===== src/rtl/voice_allocator_if.sv =====
// Message strobe/bus and voice-state outputs between keyboard scanner, allocator and tone generators.
// Purely structural: no storage, no latency.
// Backpressure: none; the allocator buffers messages and flags overflow itself.
interface voice_allocator_if #(
  parameter int NUM_VOICES = 4
);
  logic                      msg_stb;
  logic [7:0]                msg;
  logic [7*NUM_VOICES-1:0]   voice_note;
  logic [NUM_VOICES-1:0]     voice_on;
  logic [NUM_VOICES-1:0]     voice_upd;
  logic                      busy;
  logic                      fifo_ovf;
  logic [7:0]                drop_cnt;

  // Scanner side: issues messages, observes voice state.
  modport master (
    output msg_stb, msg,
    input  voice_note, voice_on, voice_upd, busy, fifo_ovf, drop_cnt
  );

  // Allocator side.
  modport slave (
    input  msg_stb, msg,
    output voice_note, voice_on, voice_upd, busy, fifo_ovf, drop_cnt
  );
endinterface


===== src/rtl/voice_allocator.sv =====
// Polyphonic voice allocator: buffers note on/off messages and maps them onto NUM_VOICES channels.
// Latency: NUM_VOICES+2 cycles per message from FIFO pop to voice_upd pulse.
// Backpressure: none; a message arriving at a full FIFO is lost and fifo_ovf sticks high.
// Build option: VOICE_STEAL_EN makes a note-on with no free voice steal the oldest one.
module voice_allocator #(
  parameter int NUM_VOICES = 4,
  parameter int FIFO_DEPTH = 4,
  parameter int AGE_W      = 8
) (
  input  logic           clk_scan_13x,
  input  logic           rst,
  voice_allocator_if.slave bus
);

  localparam int IDX_W = (NUM_VOICES > 1) ? $clog2(NUM_VOICES) : 1;
  localparam int PTR_W = $clog2(FIFO_DEPTH);
  localparam logic [IDX_W-1:0] LAST_IDX = IDX_W'(NUM_VOICES - 1);

  typedef enum logic [1:0] {S_IDLE, S_SCAN, S_COMMIT} state_t;

  state_t state_q, state_d;

  logic                 stb_q;
  logic [7:0]           mem_q [FIFO_DEPTH];
  logic [PTR_W-1:0]     wr_ptr_q, rd_ptr_q;
  logic [PTR_W:0]       cnt_q;
  logic                 fifo_ovf_q;
  logic                 push, pop, empty, full, push_ok;

  logic [7:0]           cur_q;
  logic [IDX_W-1:0]     idx_q;
  logic                 match_vld_q, free_vld_q;
  logic [IDX_W-1:0]     match_idx_q, free_idx_q;
  logic                 scan_last, commit;

  logic [6:0]           note_q [NUM_VOICES];
  logic [NUM_VOICES-1:0] on_q, upd_q;
  logic [7:0]           drop_q;

  logic                 start, release_v, set_note, drop;
  logic [IDX_W-1:0]     tgt;

`ifdef VOICE_STEAL_EN
  logic [AGE_W-1:0]     age_q [NUM_VOICES];
  logic                 old_vld_q;
  logic [IDX_W-1:0]     old_idx_q;
  logic [AGE_W-1:0]     old_age_q;
`endif

  // Only a rising strobe edge enqueues; a held strobe counts once.
  assign push    = bus.msg_stb && !stb_q;
  assign empty   = (cnt_q == '0);
  assign full    = (cnt_q == (PTR_W+1)'(FIFO_DEPTH));
  assign push_ok = push && (!full || pop);

  // FSM state register.
  always_ff @(posedge clk_scan_13x or posedge rst) begin
    if (rst) state_q <= S_IDLE;
    else     state_q <= state_d;
  end

  // FSM next state: one voice examined per SCAN cycle.
  always_comb begin
    state_d = state_q;
    case (state_q)
      S_IDLE:   if (!empty)   state_d = S_SCAN;
      S_SCAN:   if (scan_last) state_d = S_COMMIT;
      S_COMMIT: state_d = S_IDLE;
      default:  state_d = S_IDLE;
    endcase
  end

  // FSM outputs.
  always_comb begin
    pop       = (state_q == S_IDLE) && !empty;
    scan_last = (state_q == S_SCAN) && (idx_q == LAST_IDX);
    commit    = (state_q == S_COMMIT);
  end

  // FIFO pointers, fill level, strobe edge register and sticky overflow flag.
  always_ff @(posedge clk_scan_13x or posedge rst) begin
    if (rst) begin
      stb_q      <= 1'b0;
      wr_ptr_q   <= '0;
      rd_ptr_q   <= '0;
      cnt_q      <= '0;
      fifo_ovf_q <= 1'b0;
    end else begin
      stb_q <= bus.msg_stb;
      if (push_ok) wr_ptr_q <= wr_ptr_q + 1'b1;
      if (pop)     rd_ptr_q <= rd_ptr_q + 1'b1;
      cnt_q <= cnt_q + (PTR_W+1)'(push_ok) - (PTR_W+1)'(pop);
      if (push && full && !pop) fifo_ovf_q <= 1'b1;
    end
  end

  // FIFO storage; contents are meaningless while the pointers say empty, so no reset.
  always_ff @(posedge clk_scan_13x) begin
    if (push_ok) mem_q[wr_ptr_q] <= bus.msg;
  end

  // Scan trackers: match, lowest free voice and (when stealing) the oldest active voice.
  always_ff @(posedge clk_scan_13x or posedge rst) begin
    if (rst) begin
      cur_q       <= '0;
      idx_q       <= '0;
      match_vld_q <= 1'b0;
      match_idx_q <= '0;
      free_vld_q  <= 1'b0;
      free_idx_q  <= '0;
`ifdef VOICE_STEAL_EN
      old_vld_q   <= 1'b0;
      old_idx_q   <= '0;
      old_age_q   <= '0;
`endif
    end else if (pop) begin
      cur_q       <= mem_q[rd_ptr_q];
      idx_q       <= '0;
      match_vld_q <= 1'b0;
      free_vld_q  <= 1'b0;
`ifdef VOICE_STEAL_EN
      old_vld_q   <= 1'b0;
`endif
    end else if (state_q == S_SCAN) begin
      idx_q <= idx_q + 1'b1;
      if (on_q[idx_q] && note_q[idx_q] == cur_q[6:0] && !match_vld_q) begin
        match_vld_q <= 1'b1;
        match_idx_q <= idx_q;
      end
      if (!on_q[idx_q] && !free_vld_q) begin
        free_vld_q <= 1'b1;
        free_idx_q <= idx_q;
      end
`ifdef VOICE_STEAL_EN
      // Strict compare keeps the lowest index on an age tie.
      if (on_q[idx_q] && (!old_vld_q || age_q[idx_q] > old_age_q)) begin
        old_vld_q <= 1'b1;
        old_idx_q <= idx_q;
        old_age_q <= age_q[idx_q];
      end
`endif
    end
  end

  // Commit decision from the completed scan.
  always_comb begin
    start     = 1'b0;
    release_v = 1'b0;
    set_note  = 1'b0;
    drop      = 1'b0;
    tgt       = '0;
    if (commit) begin
      if (cur_q[7]) begin
        if (match_vld_q) begin
          start = 1'b1;
          tgt   = match_idx_q;
        end else if (free_vld_q) begin
          start    = 1'b1;
          set_note = 1'b1;
          tgt      = free_idx_q;
        end else begin
`ifdef VOICE_STEAL_EN
          start    = 1'b1;
          set_note = 1'b1;
          tgt      = old_idx_q;
`else
          drop     = 1'b1;
`endif
        end
      end else if (match_vld_q) begin
        release_v = 1'b1;
        tgt       = match_idx_q;
      end
    end
  end

  // Voice state, ages, update pulse and refused-note counter; all change only on COMMIT.
  always_ff @(posedge clk_scan_13x or posedge rst) begin
    if (rst) begin
      on_q   <= '0;
      upd_q  <= '0;
      drop_q <= '0;
      for (int v = 0; v < NUM_VOICES; v++) begin
        note_q[v] <= '0;
`ifdef VOICE_STEAL_EN
        age_q[v]  <= '0;
`endif
      end
    end else begin
      upd_q <= '0;
      if (start || release_v) upd_q[tgt] <= 1'b1;
      if (drop && drop_q != 8'hFF) drop_q <= drop_q + 8'd1;
      for (int v = 0; v < NUM_VOICES; v++) begin
        if (start && tgt == IDX_W'(v)) begin
          on_q[v] <= 1'b1;
          if (set_note) note_q[v] <= cur_q[6:0];
`ifdef VOICE_STEAL_EN
          age_q[v] <= '0;
        end else if (start && on_q[v] && age_q[v] != '1) begin
          age_q[v] <= age_q[v] + 1'b1;
`endif
        end
        if (release_v && tgt == IDX_W'(v)) on_q[v] <= 1'b0;
      end
    end
  end

  // Flatten per-voice notes onto the output bus.
  always_comb begin
    bus.voice_note = '0;
    for (int v = 0; v < NUM_VOICES; v++) bus.voice_note[7*v +: 7] = note_q[v];
  end

  assign bus.voice_on  = on_q;
  assign bus.voice_upd = upd_q;
  assign bus.busy      = (state_q != S_IDLE) || !empty;
  assign bus.fifo_ovf  = fifo_ovf_q;
  assign bus.drop_cnt  = drop_q;

endmodule

===== src/flat_wrapper.sv =====
// flat-port wrapper written by rule: the top's interface ports become plain ports
module voice_allocator_flat 
#(
  parameter int NUM_VOICES = 4,
  parameter int FIFO_DEPTH = 4,
  parameter int AGE_W      = 8
)
  (clk_scan_13x, rst, bus_msg_stb, bus_msg, bus_voice_note, bus_voice_on, bus_voice_upd, bus_busy, bus_fifo_ovf, bus_drop_cnt);
  voice_allocator_if #(.NUM_VOICES(NUM_VOICES)) bus_i ();
  input  logic clk_scan_13x;
  input  logic rst;
  input wire logic [$bits(bus_i.msg_stb)-1:0] bus_msg_stb;
  input wire logic [$bits(bus_i.msg)-1:0] bus_msg;
  output wire logic [$bits(bus_i.voice_note)-1:0] bus_voice_note;
  output wire logic [$bits(bus_i.voice_on)-1:0] bus_voice_on;
  output wire logic [$bits(bus_i.voice_upd)-1:0] bus_voice_upd;
  output wire logic [$bits(bus_i.busy)-1:0] bus_busy;
  output wire logic [$bits(bus_i.fifo_ovf)-1:0] bus_fifo_ovf;
  output wire logic [$bits(bus_i.drop_cnt)-1:0] bus_drop_cnt;
  assign bus_i.msg_stb = bus_msg_stb;
  assign bus_i.msg = bus_msg;
  assign bus_voice_note = bus_i.voice_note;
  assign bus_voice_on = bus_i.voice_on;
  assign bus_voice_upd = bus_i.voice_upd;
  assign bus_busy = bus_i.busy;
  assign bus_fifo_ovf = bus_i.fifo_ovf;
  assign bus_drop_cnt = bus_i.drop_cnt;
  voice_allocator #(.NUM_VOICES(NUM_VOICES), .FIFO_DEPTH(FIFO_DEPTH), .AGE_W(AGE_W)) u_core (.clk_scan_13x(clk_scan_13x), .rst(rst), .bus(bus_i));
endmodule

===== config.mk =====
export PLATFORM = sky130hd
export DESIGN_NAME = voice_allocator_flat
export DESIGN_NICKNAME = d
export VERILOG_FILES = /design/src/rtl/voice_allocator_if.sv /design/src/rtl/voice_allocator.sv /design/src/flat_wrapper.sv
export SDC_FILE = /design/constraint.sdc
export NUM_CORES = 1
export LEC_CHECK = 0
export BUFFER_PORTS_ARGS = -buffer_cell sky130_fd_sc_hd__buf_2
export CORE_MARGIN = 4
export CORE_UTILIZATION = 50
export CTS_CLUSTER_DIAMETER = 120
export CTS_CLUSTER_SIZE = 12
export DETAILED_ROUTE_END_ITERATION = 7
export PLACE_DENSITY_LB_ADDON = 0.05
export SYNTH_ARGS = -nofsm -noshare
export SYNTH_HDL_FRONTEND = slang
export SYNTH_SLANG_ARGS = --single-unit

===== constraint.sdc =====
create_clock -name clk_scan_13x -period 2.3 [get_ports clk_scan_13x]
set_input_delay 0.23 -clock clk_scan_13x [delete_from_list [all_inputs] [get_ports clk_scan_13x]]
set_output_delay 0.23 -clock clk_scan_13x [all_outputs]
set_load 0.03 [all_outputs]

==> run_results.csv <==
group,metric,value,unit
worst_setup_path,crit_cells,5,
job,cap_violations,0,
finish,stdcell_count,488,
worst_setup_path,r2r_cells,5,
route,vias,2559,
global_route,grt_pass1_wl,13.4,mm
worst_setup_path,start_kind,"flip-flop",
finish,fin_nets,398,
sta,slew_viol_final,0,
sta,hold_viol,0,
global_route,grt_max_degree,43,
cts,numClockSinks,103,
global_route,antenna_found_initial,0,
cts,cts.clk_slew.worst_paths,90,ps
global_route,met2_usage,0.268,
worst_setup_path,reg2reg_to,"u_core.match_idx_q[1]$_DFFE_PP0P_",
route,drtIter0Drc,98,
global_route,use_met3,0.0303,
sta,clock.fmax,465,MHz
sta,finalCritPeriodShare,0.936,
floorplan,row_count,33,
placed_design,io_buffers,56,
yosys,yosysTopAreaCell,"dfrtp_1",
floorplan,io_pins,57,
worst_setup_path,slowest_delay,570,ps
global_route,busiest_layer,"met2",
placed_design,gp_congestion,0.762,
worst_setup_path,crit_required,2550,ps
yosys,avgSynthCellArea,14.7,um2
cts,cts-root-buf,"clkbuf_8",
route,first_pass_iters,4,
global_route,overflow,0,
finish,n_fill_cell,668,
cts,cts_max_path_buffers,2,
placed_design,hpwl,5.67,mm
sta,period_needed,2150,ps
global_route,grt_util_all_layers,0.171,
yosys,syn_area,0.00439,mm2
yosys,synth_top_area_share,0.405,
route,drc_errors,0,
floorplan,core_area,0.00838,mm2
sta,max_slew_margin,0.557,
worst_setup_path,crit_fanout,6,
sta,setup_viol,0,
worst_setup_path,critical_path_class,"reg -> reg",
global_route,grt_use_met1,0.237,
worst_setup_path,endpoint_kind,"flip-flop",
yosys,async_flop_share,0.689,
power_and_ir_drop,peakVddDrop,475,uV
yosys,synth_ff_type,"dfrtp_1",
finish,num_antenna_cells,0,
status,status,"complete, no violations",
yosys,synth_area_leaders,"dfrtp_1, edfxtp_1, mux2_2",
yosys,syn_inst,299,
sta,fin_tns_setup,0,ps
sta,whs,79.0,ps
sta,tightest_slew,664,ps
route,vias_per_cell,5.24,
floorplan,die_w,102,um
cts,cts_setup_buffers,0,
floorplan,start_util,0.523,
yosys,synth_seq_area_share,0.624,
finish,drive_above_1_share,0.376,
worst_setup_path,critPathLaunch,"u_core.idx_q[0]$_DFFE_PP0P_",
sta,clock_skew,9.84,ps
worst_setup_path,cp_top_family,"multiplexers",
floorplan,dieHeight,102,um
route,ant_nets,0,
yosys,synthesis.nets,319,
power_and_ir_drop,cellPowerDensity,1150,mW/mm2
floorplan,dieArea,0.0103,mm2
sta,rsz0062_at_grt,"yes",
cts,clk_latency,360,ps
worst_setup_path,critPathBufInv,1,
yosys,synth_edf_count,32,
route,wl,7.88,mm
hold_path,hold_class,"in -> reg",
route,wl_per_cell,16.1,um
yosys,synth.most_common_cell,"dfrtp_1",
worst_setup_path,endpoint,"u_core.match_idx_q[1]$_DFFE_PP0P_",
power_and_ir_drop,static-leakage-power,2.42,nW
cts,h-tree-depth,3,
finish,area_delta_synth_final,17.0,%
yosys,yosys-top-cells-count,"dfrtp_1, nand2_1, mux2_2, edfxtp_1, xnor2_1",
placed_design,dp_cells,470,
worst_setup_path,r2r_slack,150,ps
worst_setup_path,critPathSlowestCell,"mux4_1",
cts,cts-buffers-inserted,9,
yosys,synth-seq-cells,103,
worst_setup_path,regToRegStartpoint,"u_core.idx_q[0]$_DFFE_PP0P_",
worst_setup_path,worstPathArrival,2400,ps
global_route,first_global_vias,2640,
worst_setup_path,crit_chain,"buf_4 -> mux4_1 -> xor2_1 -> nor4_4 -> mux2_1",
yosys,yosysWarnings,0,
yosys,synthDistinctLibCells,36,
cts,cts_tree,"done",
routing by layer:
| layer | share of wire | routed length [um] | vias up |
|---|---|---|---|
| li1 | - | - | 1228 |
| met4 | 0.016 | 128 | 0 |
| met1 | 0.46 | 3640 | 1275 |
| met3 | 0.036 | 287 | 11 |
| met2 | 0.48 | 3820 | 45 |
| met5 | 0 | 0 | - |
how the worst min path moves through the flow:
| stage | slack [ps] | depth (start not counted) | startpoint | end |
|---|---|---|---|---|
| final | 80 | 1 | bus_msg[7] | u_core.mem_q[2][7]$_DFFE_PP_ |
| after global routing | 60 | 1 | bus_msg[7] | u_core.mem_q[2][7]$_DFFE_PP_ |
| after CTS | 60 | 1 | bus_msg[7] | u_core.mem_q[2][7]$_DFFE_PP_ |
| after detailed placement | 360 | 1 | bus_msg_stb | u_core.stb_q$_DFF_PP0_ |
| after global placement | 360 | 2 | rst | u_core.bus.drop_cnt[5]$_DFFE_PP0P_ |
| after floorplan | 260 | 0 | bus_msg_stb | u_core.stb_q$_DFF_PP0_ |
layout make-up:
class | count | area [um2] | area share
multi-input cells | 176 | 1580 | 0.307
well taps | 105 | 131 | 0.0256
repair buffers | 78 | 463 | 0.0902
flip-flops and latches | 103 | 2740 | 0.534
inverters | 10 | 37.5 | 0.00731
clock buffers | 11 | 153 | 0.0297
clock inverters | 5 | 31.3 | 0.00609
metrics by stage:
step                      power, W  setup WS [ps]  instance area (um2)  utilization
final                      0.00590            148                 5130        0.612
after global routing       0.00633          -8.88                 5130        0.612
after CTS                  0.00600           27.8                 5130        0.612
after detailed placement   0.00494           29.8                 4920        0.587
after global placement     0.00488           49.4                 4920        0.587
after floorplan            0.00430           1.96                 4390            -
power breakdown:
group	internal, W	total, W	switching, W	leakage (nW)
clock	0.000457	0.00104	0.000580	0.0958
sequential	0.00233	0.00284	0.000505	1.23
combinational	0.000960	0.00203	0.00107	1.10
total	0.00375	0.00590	0.00215	2.42
registers in the layout, indices dropped and copies added, names as in the netlist, 2 cells and up:
name	count
u_core.rd_ptr_q	2
u_core.mem_q	32
u_core.free_idx_q	2
u_core.bus.voice_upd	4
u_core.wr_ptr_q	2
u_core.bus.voice_on	4
u_core.idx_q	2
u_core.state_q	2
u_core.bus.drop_cnt	8
u_core.bus.voice_note	28
u_core.match_idx_q	2
u_core.cur_q	8
u_core.cnt_q	3
logic make-up (layout without fill, tap and decap cells):
group / count (synthesis) / count (layout) / synth area share
compound gates: 17 / 17 / 0.0228
xor+xnor: 19 / 19 / 0.0379
fa+ha+maj: 9 / 9 / 0.0274
buf+inv: 20 / 104 / 0.0188
flops: 103 / 103 / 0.624
mux: 51 / 51 / 0.175
simple gates: 80 / 80 / 0.0941
cells in the final DEF (no fill, tap or decap), types with 8 or more instances in the layout:
| master | instances |
|---|---|
| mux2_2 | 33 |
| dfrtp_1 | 70 |
| buf_4 | 19 |
| buf_2 | 56 |
| xnor2_1 | 16 |
| mux4_2 | 13 |
| clkbuf_8 | 9 |
| ha_1 | 8 |
| nand2_1 | 34 |
| nor2_1 | 11 |
| edfxtp_1 | 32 |
| inv_1 | 9 |
timing repair:
action                                  in CTS  in global routing
hold endpoints to repair                    30                  0
endpoints found under the setup margin       0                  3
hold buffers                                 2                  0
gates resized for setup                      0                  2
(Power assumes the default switching activity.)
